==> config.mk <==
export PLATFORM = sky130hd
export DESIGN_NAME = fsm_trace_logger
export DESIGN_NICKNAME = d
export VERILOG_FILES = /design/src/rtl/fsm_trace_logger_pkg.sv /design/src/rtl/fsm_trace_logger_fifo.sv /design/src/rtl/fsm_trace_logger.sv
export SDC_FILE = /design/constraint.sdc
export NUM_CORES = 1
export LEC_CHECK = 0
export BUFFER_PORTS_ARGS = -buffer_cell sky130_fd_sc_hd__buf_4
export CAP_MARGIN = 20
export CORE_MARGIN = 4
export CORE_UTILIZATION = 65
export DETAILED_ROUTE_END_ITERATION = 10
export PLACE_DENSITY = 0.83
export SETUP_SLACK_MARGIN = 0.2
export SLEW_MARGIN = 20
export SYNTH_ARGS = -nofsm -noshare
export SYNTH_HDL_FRONTEND = slang
export SYNTH_HIERARCHICAL = 1
export SYNTH_SLANG_ARGS = --single-unit
==> constraint.sdc <==
create_clock -name clk -period 7.97 [get_ports clk]
set_input_delay 1.9925 -clock clk [delete_from_list [all_inputs] [get_ports clk]]
set_output_delay 1.9925 -clock clk [all_outputs]
set_load 0.005 [all_outputs]
==> src/rtl/fsm_trace_logger_pkg.sv <==
// Shared types and helpers for the FSM trace logger, its event FIFO and the bench.
package fsm_trace_logger_pkg;

    localparam int TRACE_CODE_W   = 3;
    localparam int TRACE_DWELL_W  = 16;
    localparam int TRACE_MAX_CODE = 4;

    typedef struct packed {
        logic                     err;
        logic [TRACE_CODE_W-1:0]  prevCode;
        logic [TRACE_CODE_W-1:0]  newCode;
        logic [TRACE_DWELL_W-1:0] dwell;
    } trace_event_t;

    // A step is legal when it advances by one inside 0..maxCode or returns to 0 from a valid code.
    function automatic logic legal_step(input int unsigned prevCode,
                                        input int unsigned newCode,
                                        input int unsigned maxCode);
        if (prevCode > maxCode || newCode > maxCode) begin
            return 1'b0;
        end
        if (newCode == 0) begin
            return 1'b1;
        end
        return (prevCode < maxCode) && (newCode == prevCode + 1);
    endfunction

endpackage

==> src/rtl/fsm_trace_logger_fifo.sv <==
// Synchronous first-word-fall-through FIFO; head entry is always visible on data_o.
module trace_fifo #(
    parameter int WIDTH = 8,
    parameter int DEPTH = 8
) (
    input  logic                     clk_i,
    input  logic                     rstN_i,
    input  logic                     flush_i,
    input  logic                     push_i,
    input  logic [WIDTH-1:0]         data_i,
    input  logic                     pop_i,
    output logic [WIDTH-1:0]         data_o,
    output logic                     full_o,
    output logic                     empty_o,
    output logic [$clog2(DEPTH):0]   count_o
);

    localparam int AW = $clog2(DEPTH);
    localparam logic [AW:0] FULL_COUNT = (AW+1)'(DEPTH);

    logic [WIDTH-1:0] mem_q [DEPTH];
    logic [AW-1:0]    wrPtr_q, wrPtr_d;
    logic [AW-1:0]    rdPtr_q, rdPtr_d;
    logic [AW:0]      count_q, count_d;
    logic             doPush, doPop;

    assign empty_o = (count_q == '0);
    assign full_o  = (count_q == FULL_COUNT);
    assign count_o = count_q;
    assign data_o  = mem_q[rdPtr_q];

    // A push into a full FIFO only lands when the head leaves in the same cycle.
    assign doPop  = pop_i && !empty_o;
    assign doPush = push_i && (!full_o || doPop);

    always_comb begin
        wrPtr_d = wrPtr_q;
        rdPtr_d = rdPtr_q;
        count_d = count_q;
        if (flush_i) begin
            wrPtr_d = '0;
            rdPtr_d = '0;
            count_d = '0;
        end else begin
            if (doPush) begin
                wrPtr_d = wrPtr_q + AW'(1);
            end
            if (doPop) begin
                rdPtr_d = rdPtr_q + AW'(1);
            end
            case ({doPush, doPop})
                2'b10:   count_d = count_q + (AW+1)'(1);
                2'b01:   count_d = count_q - (AW+1)'(1);
                default: count_d = count_q;
            endcase
        end
    end

    always_ff @(posedge clk_i) begin
        if (!rstN_i) begin
            wrPtr_q <= '0;
            rdPtr_q <= '0;
            count_q <= '0;
        end else begin
            wrPtr_q <= wrPtr_d;
            rdPtr_q <= rdPtr_d;
            count_q <= count_d;
        end
    end

    always_ff @(posedge clk_i) begin
        if (rstN_i && !flush_i && doPush) begin
            mem_q[wrPtr_q] <= data_i;
        end
    end

endmodule

==> src/rtl/fsm_trace_logger.sv <==
// Watches an upstream FSM state code, logs every code change with its dwell time into a
// FIFO, and keeps lap, illegal-transition and overflow bookkeeping.
module fsm_trace_logger
    import fsm_trace_logger_pkg::*;
#(
    parameter int CODE_W   = TRACE_CODE_W,
    parameter int DWELL_W  = TRACE_DWELL_W,
    parameter int DEPTH    = 8,
    parameter int MAX_CODE = TRACE_MAX_CODE
) (
    input  logic                          clk,
    input  logic                          rstN,
    input  logic [CODE_W-1:0]             q_in,
    input  logic                          en,
    input  logic                          clr,
    input  logic                          ev_ready,
    output logic                          ev_valid,
    output logic [2*CODE_W+DWELL_W:0]     ev_data,
    output logic [$clog2(DEPTH):0]        ev_count,
    output logic [7:0]                    lap_cnt,
    output logic                          seq_err,
    output logic                          overflow
);

    localparam int                 EV_W      = 1 + 2*CODE_W + DWELL_W;
    localparam logic [CODE_W-1:0]  MAX_C     = CODE_W'(MAX_CODE);
    localparam logic [DWELL_W-1:0] DWELL_SAT = '1;

    logic [CODE_W-1:0]  qPrev_q, qPrev_d;
    logic [DWELL_W-1:0] dwell_q, dwell_d;
    logic [7:0]         lapCnt_q, lapCnt_d;
    logic               seqErr_q, seqErr_d;
    logic               overflow_q, overflow_d;
    logic               change, stepErr, isLap, push, pop, fifoFull, fifoEmpty;
    logic [EV_W-1:0]    pushData;

    assign change   = en && (q_in != qPrev_q);
    assign stepErr  = !legal_step(32'(qPrev_q), 32'(q_in), 32'(MAX_CODE));
    assign isLap    = (qPrev_q == MAX_C) && (q_in == '0);
    assign push     = rstN && !clr && change;
    assign pop      = !fifoEmpty && ev_ready;
    assign pushData = {stepErr, qPrev_q, q_in, dwell_q};

    always_comb begin
        qPrev_d    = qPrev_q;
        dwell_d    = dwell_q;
        lapCnt_d   = lapCnt_q;
        seqErr_d   = seqErr_q;
        overflow_d = overflow_q;
        if (clr) begin
            qPrev_d    = q_in;
            dwell_d    = '0;
            lapCnt_d   = '0;
            seqErr_d   = 1'b0;
            overflow_d = 1'b0;
        end else if (change) begin
            // Laps count even when the event itself is dropped by a full FIFO.
            qPrev_d = q_in;
            dwell_d = DWELL_W'(1);
            if (isLap) begin
                lapCnt_d = lapCnt_q + 8'd1;
            end
            if (stepErr) begin
                seqErr_d = 1'b1;
            end
            if (fifoFull && !pop) begin
                overflow_d = 1'b1;
            end
        end else if (en && dwell_q != DWELL_SAT) begin
            dwell_d = dwell_q + DWELL_W'(1);
        end
    end

    always_ff @(posedge clk) begin
        if (!rstN) begin
            qPrev_q    <= '0;
            dwell_q    <= '0;
            lapCnt_q   <= '0;
            seqErr_q   <= 1'b0;
            overflow_q <= 1'b0;
        end else begin
            qPrev_q    <= qPrev_d;
            dwell_q    <= dwell_d;
            lapCnt_q   <= lapCnt_d;
            seqErr_q   <= seqErr_d;
            overflow_q <= overflow_d;
        end
    end

    trace_fifo #(
        .WIDTH (EV_W),
        .DEPTH (DEPTH)
    ) u_fifo (
        .clk_i   (clk),
        .rstN_i  (rstN),
        .flush_i (clr),
        .push_i  (push),
        .data_i  (pushData),
        .pop_i   (pop),
        .data_o  (ev_data),
        .full_o  (fifoFull),
        .empty_o (fifoEmpty),
        .count_o (ev_count)
    );

    assign ev_valid = !fifoEmpty;
    assign lap_cnt  = lapCnt_q;
    assign seq_err  = seqErr_q;
    assign overflow = overflow_q;

endmodule

Word-level counts from Yosys, hierarchy flattened
Memories as Yosys holds them, arrays and structs flattened. A register that Yosys moved wholly into a read port is not among the register bits.
Index checks and enable logic that the tools add are counted.
{"block": "word_totals", "ff_bits": 39, "ram_bits": 184, "output_inout_bits": 38, "elab_cells": 73, "mem_count": 1}
{"name": "u_fifo.mem_q", "depth": 8, "width": 23, "rd": 1, "rd_ports_with_merged_regs": 1, "wr": 1, "line_no": "fsm_trace_logger_fifo.sv:21", "text": "logic [WIDTH-1:0] mem_q [DEPTH];"}
{"block": "classes", "add_sub_neg": 7, "order_cmp": 3, "eq_ne": 7, "n_mux": 16, "n_bitwise": 2, "reduce_logical": 28}
{"cell": "$add 16x1->16 const B", "count": 1}
{"cell": "$ne 16x16->1 const B", "count": 1}
{"cell": "$mux 3", "count": 4}
{"cell": "$logic_and 1x1->1", "count": 11}
{"cell": "$mux 1", "count": 11}
{"cell": "$add 8x1->8 const B", "count": 1}
{"cell": "$pmux 4 s2", "count": 1}
{"cell": "$add 3x1->3 const B", "count": 2}
{"cell": "$gt 3x3->1 const B", "count": 2}
{"cell": "$reduce_and 2->1", "count": 3}
{"cell": "$reduce_bool 2->1", "count": 3}
{"cell": "$logic_not 1->1", "count": 5}
{"cell": "$add 3x1->4 const B", "count": 1}
{"cell": "$add 4x1->4 const B", "count": 1}
{"cell": "$eq 3x4->1", "count": 1}
{"cell": "$eq 4x4->1 const B", "count": 1}
{"cell": "$logic_not 4->1", "count": 1}
{"cell": "$sub 4x1->4 const B", "count": 1}
{"cell": "$eq 3x3->1 const B", "count": 1}
{"cell": "$logic_not 3->1", "count": 1}
{"cell": "$lt 3x3->1 const B", "count": 1}
{"cell": "$ne 3x3->1", "count": 1}
{"cell": "$reduce_or 3->1", "count": 1}
{"cell": "$eq 2x1->1 const B", "count": 1}
{"cell": "4 further kinds", "count": 6}

Logic depth before layout (Yosys ltp)
Gate-level depths: netlist of the first run.
{"block": "depth", "word_depth": 9, "depth_mapped": 13, "mapped_depth_nobuf": 11}

Cells and area by module
The synthesis of the first run kept the hierarchy.
{"module": "trace_fifo", "instances": 1, "cells_each": 350, "area_each_um2": 7795.0}
{"module": "fsm_trace_logger", "instances": 1, "cells_each": 186, "area_each_um2": 1592.8}

Worst setup path after synthesis of the first run
Ideal clock, no wire load.
{"block": "synth_timing", "path_type": "input -> register", "start": "in q_in[1]", "end": "mem u_fifo/mem_q[4][0] in the netlist's numbering (enable)", "setup_ps": 432, "arrival_time_ps": 5000, "required_ps": 7538, "path_slack_ps": 2538, "stages": 7, "path_buffers": 1, "cell_sequence": "xor2_1 > o31ai_2 > buf_4 > nor2_1 > o21ai_2 > or3_1 > nor3_1"}
{"block": "synth_via", "elab_chain_len": 7}
{"item": "from (decl)", "line_no": "fsm_trace_logger.sv:13", "text": "input logic [CODE_W-1:0] q_in,"}
{"item": "$ne 3x3->1", "line_no": "fsm_trace_logger.sv:37", "text": "assign change = en && (q_in != qPrev_q);"}
{"item": "$logic_and 1x1->1", "line_no": "fsm_trace_logger.sv:37"}
{"item": "$logic_and 1x1->1", "line_no": "fsm_trace_logger.sv:40", "text": "assign push = rstN && !clr && change;"}
{"item": "via push", "line_no": "fsm_trace_logger.sv:34", "text": "logic change, stepErr, isLap, push, pop, fifoFull, fifoEmpty;"}
{"item": "$logic_and 1x1->1", "line_no": "fsm_trace_logger_fifo.sv:34", "text": "assign doPush = push_i && (!full_o || doPop);"}
{"item": "$logic_and 1x1->1", "line_no": "fsm_trace_logger_fifo.sv:72", "text": "if (rstN_i && !flush_i && doPush) begin"}
{"item": "$mux 1", "line_no": "fsm_trace_logger_fifo.sv:72"}
{"item": "$mux 1 (not written as such)", "line_no": "fsm_trace_logger_fifo.sv:73", "text": "mem_q[wrPtr_q] <= data_i;"}
{"item": "to (decl)", "line_no": "fsm_trace_logger_fifo.sv:21"}
The timed path passes the listed nets, and every way through them passes these cells.

Final worst setup path of the first run
{"block": "layout_timing", "start": "in q_in[2]", "end": "mem u_fifo/mem_q[0][9] in the netlist's numbering (enable)"}
The elaborated chain is that of the path after synthesis.

==> results of run 1 <==
## worst reg2reg max path, stage by stage, from the launching register on
cell     delay (ns)
dfxtp_1        0.75
xor2_1         0.28
o31ai_2        0.09
buf_4          0.20
nor2_1         0.41
o21ai_2        0.17
or3_1          0.47
nor3_2         0.66
buf_4          0.38
## power by group
group / total (W) / internal, W / switching [W]
clock: 0.000930 / 0.000528 / 0.000401
sequential: 0.00127 / 0.00127 / 0.00000656
combinational: 0.0000364 / 0.0000133 / 0.0000231
## routing by layer
metal  vias to the layer above  GRT usage
li1                       2305          -
met1                      2566      0.315
met2                       261      0.392
met3                        46     0.0396
met4                         0     0.0705
met5                         -          0
## layout by cell type (no fill, tap or decap), drive strengths merged, types with 5 or more instances in the layout
cell type,n
nor2,28
xor2,7
o21ai,10
clkinv,9
clkbuf,31
nand3,9
or4,10
edfxtp,184
nand2,21
mux2,23
nand2b,7
o211ai,5
buf,56
inv,11
or3,7
mux2i,6
o31ai,11
nand4,6
dfxtp,42
ha,8
mux4,46
nor3,10
a21oi,18
## cell families (layout without fill, tap and decap cells)
kind of cell	Yosys count	in the layout	share of synthesized area
xor gates and xnor gates	11	11	0.0103
buffers and inverters	32	107	0.0229
adders and majority gates	9	9	0.0128
muxes	75	75	0.157
AOI/OAI and AO/OA	65	65	0.0498
DFF	226	226	0.678
and+or+nand+nor	118	118	0.0693
## flip-flops by register name, indices dropped and copies added (netlist names), 3 cells and up, named ones only
name            count
u_fifo/mem_q      184
dwell_q            16
lap_cnt             8
u_fifo/count_o      4
qPrev_q             3
u_fifo/rdPtr_q      3
u_fifo/wrPtr_q      3
## per-stage QoR
| stage | power [W] | hold slack (ns) | area (um^2) |
|---|---|---|---|
| 6_report | 0.00224 | 0.487 | 10500 |
| 5_1_grt | 0.00232 | 0.523 | 10500 |
| 4_1_cts | 0.00225 | 0.491 | 10500 |
| 3_5_place_dp | 0.00134 | 0.468 | 9890 |
| 3_3_place_gp | 0.00133 | 0.456 | 9890 |
| 2_1_floorplan | 0.00132 | 0.459 | 9390 |
## final timing paths
check             slack (ns)  depth (start not counted)            endpoint        from
hold reg to reg         0.49                          2          lap_cnt[7]  lap_cnt[7]
hold / removal          0.49                          2          lap_cnt[7]  lap_cnt[7]
setup reg to reg        4.25                          8  u_fifo/mem_q[0][9]  qPrev_q[2]
setup / recovery        3.35                          9  u_fifo/mem_q[0][9]     q_in[2]
## layout make-up
cell class | instances | area [um^2] | share of cell area
clock inverters | 9 | 38.8 | 0.00368
flip-flops and latches | 226 | 6370 | 0.605
inverters | 11 | 41.3 | 0.00392
multi-input cells | 278 | 2830 | 0.269
repair buffers | 56 | 420 | 0.0399
well taps | 180 | 225 | 0.0214
clock buffers | 31 | 606 | 0.0575
==> impl_metrics.json, run 1 <==
{
  "maxCapViolCount": 0,
  "drtAntennaViolNets": 0,
  "power.leakage_nw": 3.76,
  "antenna_found_initial": 0,
  "areaGrowthSynthToFinish_pct": 12.2,
  "seq_area_frac_synth": 0.678,
  "fin_cells": 791,
  "setup_slack_ns": 3.35,
  "ir_drop_mv": 0.181,
  "drt_iter0_drc": 490,
  "cts_tree": "yes",
  "worst-path-buf-inv": 3,
  "finalHoldViolCount": 0,
  "core_region_area_um2": 14000,
  "hold_buffers": 0,
  "netlist_area_um2": 9390,
  "yosysTopAreaCell": "edfxtp_1",
  "viasPerCell": 6.55,
  "initial_core_util": 0.671,
  "startpoint_type": "input pin",
  "crit_path_end_kind": "register",
  "row_count": 43,
  "grt_max_degree": 47,
  "critPathSlowestCell": "nor3_2",
  "synthArstFlopShare": 0,
  "ys_warn_count": 6,
  "gp_congestion": 0.828,
  "clock_path_buffers": 3,
  "track_usage": 0.232,
  "final_util": 0.753,
  "fin_crit_ns": 4.62,
  "cp_data_arrival_time_ns": 4.80,
  "p_per_area_nw_per_um2": 213,
  "drc": 0,
  "die_x_um": 128,
  "diodes": 0,
  "dr_wl_met2_um": 9270,
  "numCtsBuffers": 22,
  "path_delay_family": "simple AND/OR/NAND/NOR gates",
  "synthDistinctLibCells": 58,
  "dr_wl_met3_um": 1520,
  "finClkSkew_ns": 0.00724,
  "cts_root_buf": "clkbuf_16",
  "crit_fanout": 18,
  "drive_above_1_share": 0.234,
  "status": "completed",
  "dp_cells": 751,
  "top_layer_used": "met4",
  "place_ws_ns": 2.89,
  "cts-htree-levels": 1,
  "dieArea_um2": 16400,
  "synthesis.nets": 553,
  "synthTopCellsByCount": "edfxtp_1, dfxtp_1, mux4_1, nor2_1, mux2_2",
  "worst_pin_slew_ns": 0.827,
  "cts-resized-gates": 0,
  "grt_setup_unrepaired": "no",
  "ys.flop_type": "edfxtp_1",
  "drt_wl_total_um": 18300,
  "crit_type": "in2reg",
  "critical_path_required_ns": 8.15,
  "grt_pass1_wl_um": 29400,
  "crit_chain": "buf_4 -> xor2_1 -> o31ai_2 -> buf_4 -> nor2_1 -> o21ai_2 -> or3_1 -> nor3_2 -> buf_4",
  "portBuffers": 45,
  "max_freq_mhz": 217,
  "cts_sinks": 226,
  "ys_ff_latch": 226,
  "post_drt_wl_per_cell_um": 23.2,
  "syn_area_per_cell_um2": 17.5,
  "post_cts_buffers": 0,
  "gr-total-overflow": 0,
  "clkSlewWorstSetupHoldPaths_ns": 0.06,
  "nNetsFinal": 612,
  "critPathMaxStageDelay_ns": 0.66,
  "syn-instance-count": 536,
  "synth_top_area_share": 0.589,
  "setup_violations": 0,
  "hpwl_um": 10600,
  "grt_pass1_vias": 5297,
  "crit_top_cell": "buf_4",
  "boundaryPins": 46,
  "fillCellCount": 774,
  "synth.area.top_cells": "edfxtp_1, dfxtp_1, mux4_1, mux4_2, mux2_2",
  "dieHeight_um": 128,
  "drv_slew": 0,
  "synth_most_common_cell": "edfxtp_1",
  "setup_tns_ns": 0,
  "maxSlewHeadroom": 0.445,
  "synth_edf_count": 184,
  "wl_met1_um": 7100,
  "first_pass_iters": 5,
  "via_count": 5178,
  "clkLatencyLatePin_ns": 0.49,
  "period_share": 0.579,
  "hold_class": "reg2reg"
}
Note: power is estimated with default switching activity, not from simulation.
==> run 2, diff against run 1 <==
--- a/config.mk
+++ b/config.mk
@@ -8,9 +8,9 @@
 export BUFFER_PORTS_ARGS = -buffer_cell sky130_fd_sc_hd__buf_4
 export CAP_MARGIN = 20
 export CORE_MARGIN = 4
-export CORE_UTILIZATION = 65
+export CORE_UTILIZATION = 61
 export DETAILED_ROUTE_END_ITERATION = 10
-export PLACE_DENSITY = 0.83
+export PLACE_DENSITY = 0.78
 export SETUP_SLACK_MARGIN = 0.2
 export SLEW_MARGIN = 20
 export SYNTH_ARGS = -nofsm -noshare
==> constraint.sdc (replaced) <==
create_clock -name clk -period 4.74 [get_ports clk]
set_input_delay 1.185 -clock clk [delete_from_list [all_inputs] [get_ports clk]]
set_output_delay 1.185 -clock clk [all_outputs]
set_load 0.005 [all_outputs]
==> impl_metrics.json, run 2 (same netlist as run 1, synthesis figures left out) <==
{
  "clkLatencyLatePin_ns": 0.49,
  "grt_max_degree": 47,
  "grt_pass1_vias": 5146,
  "dieArea_um2": 17400,
  "hp-start": "lap_cnt[7]",
  "cts_root_buf": "clkbuf_16",
  "critPathSlowestCell": "dfxtp_2",
  "gp_congestion": 0.810,
  "p_total_w": 0.00402,
  "finalHoldViolCount": 0,
  "antenna_found_initial": 0,
  "status": "completed",
  "drv_slew": 0,
  "fin_crit_ns": 3.84,
  "layout_common_cells": "edfxtp_1, buf_4, dfxtp_1, mux4_1, clkbuf_16",
  "drt_wl_total_um": 17200,
  "core_region_area_um2": 15100,
  "post_drt_wl_per_cell_um": 21.5,
  "largest_reg_flops": 184,
  "cts-htree-levels": 1,
  "critical_path_required_ns": 3.56,
  "post_dp_cell_area_um2": 9940,
  "r2r-end": "u_fifo/count_o[3]",
  "initial_core_util": 0.620,
  "gr-total-overflow": 0,
  "startpoint_type": "register",
  "clkSlewWorstSetupHoldPaths_ns": 0.06,
  "diodes": 0,
  "via_count": 5034,
  "critPathMaxStageDelay_ns": 0.80,
  "fillCellCount": 908,
  "first_pass_iters": 5,
  "grt_pass1_wl_um": 28000,
  "hold_buffers": 0,
  "worst_pin_slew_ns": 0.734,
  "crit_chain": "buf_12 -> mux4_1 -> mux2_2 -> buf_4",
  "nNetsFinal": 614,
  "crit_path_end_kind": "output pin",
  "r2r-start": "qPrev_q[2]",
  "track_usage": 0.202,
  "top_register": "u_fifo/mem_q",
  "drc": 0,
  "grt_setup_unrepaired": "no",
  "drive_above_1_share": 0.253,
  "path_delay_family": "multiplexers",
  "max_freq_mhz": 260,
  "final_cell_area_um2": 10700,
  "maxSlewHeadroom": 0.511,
  "drt_iter0_drc": 483,
  "setup_violations": 0,
  "viasPerCell": 6.28,
  "hold_ws_ns": 0.480,
  "crit_type": "reg2out",
  "whs_path_depth": 2,
  "ir_drop_mv": 0.331,
  "boundaryPins": 46,
  "numCtsBuffers": 22,
  "cts-resized-gates": 0,
  "areaGrowthSynthToFinish_pct": 14.3,
  "worst-path-buf-inv": 2,
  "r2r_cells": 12,
  "crit_fanout": 26,
  "die_x_um": 132,
  "maxCapViolCount": 0,
  "cts_sinks": 226,
  "portBuffers": 45,
  "final_common_cell": "edfxtp_1",
  "post_cts_buffers": 0,
  "finClkSkew_ns": 0.00688,
  "cts_tree": "yes",
  "period_share": 0.811,
  "hold_class": "reg2reg",
  "hold_path_end": "lap_cnt[7]",
  "cp_data_arrival_time_ns": 2.66,
  "dieHeight_um": 132,
  "drtAntennaViolNets": 0,
  "reg2reg_setup_slack_ns": 1.32,
  "setup_tns_ns": 0,
  "hpwl_um": 10100,
  "clock_path_buffers": 3,
  "p_per_area_nw_per_um2": 375,
  "row_count": 45,
  "power.leakage_nw": 3.84
}
[run 2: changes by cell type in the layout (fill, tap and decap cells not counted), sizes merged]
| cell | previous run | this run |
|---|---|---|
| inv | 11 | 12 |
| clkinvlp | 0 | 1 |
| clkbuf | 31 | 34 |
| bufinv | 0 | 1 |
| buf | 56 | 58 |
| clkinv | 9 | 3 |
[run 2: layout make-up]
class | count | area [um^2] | area share
flip-flops and latches | 226 | 6370 | 0.594
multi-input cells | 278 | 2840 | 0.265
repair buffers | 58 | 448 | 0.0417
well taps | 188 | 235 | 0.0219
inverters | 11 | 41.3 | 0.00385
clock buffers | 34 | 731 | 0.0681
clock inverters | 6 | 62.6 | 0.00583
[run 2: worst reg2reg max path: cells and delay by family, from the launching register on]
family / cells / cell delay (ns)
flops: 1 / 0.73
fa+ha+maj: 1 / 0.32
xor+xnor: 1 / 0.33
buf+inv: 3 / 0.48
compound gates: 4 / 0.72
simple gates: 3 / 0.77
[run 2: how the worst max path moves through the flow]
stage               startpoint             endpoint  cells after the start
finish                register           ev_data[0]                      4
global route          register           ev_data[0]                      4
CTS                   register           ev_data[0]                      4
detailed placement     q_in[1]    u_fifo/count_o[3]                     13
global placement       q_in[1]  u_fifo/mem_q[0][13]                      9
floorplan              q_in[1]   u_fifo/mem_q[7][0]                      7
[run 2: metrics by stage]
step / setup WS, ns / std cells / utilization
final: 0.898 / 801 / 0.709
after detailed placement: 0.865 / 761 / 0.656
after floorplan: 0.731 / 536 / -
after global routing: 0.792 / 801 / 0.709
after CTS: 0.870 / 801 / 0.708
after global placement: 0.949 / 761 / 0.656
[run 2: power breakdown]
group	internal [W]	total [W]	switching (W)
registers	0.00213	0.00214	0.0000109
logic	0.0000225	0.0000617	0.0000392
clock network	0.00112	0.00182	0.000697
total	0.00327	0.00402	0.000747
[run 2: layer usage]
metal | vias to the layer above | share of wire | global-route usage
met5 | - | 0 | 0
met4 | 0 | 0.014 | 0.0443
met3 | 23 | 0.056 | 0.0290
met2 | 167 | 0.51 | 0.343
met1 | 2540 | 0.42 | 0.282
li1 | 2304 | - | -
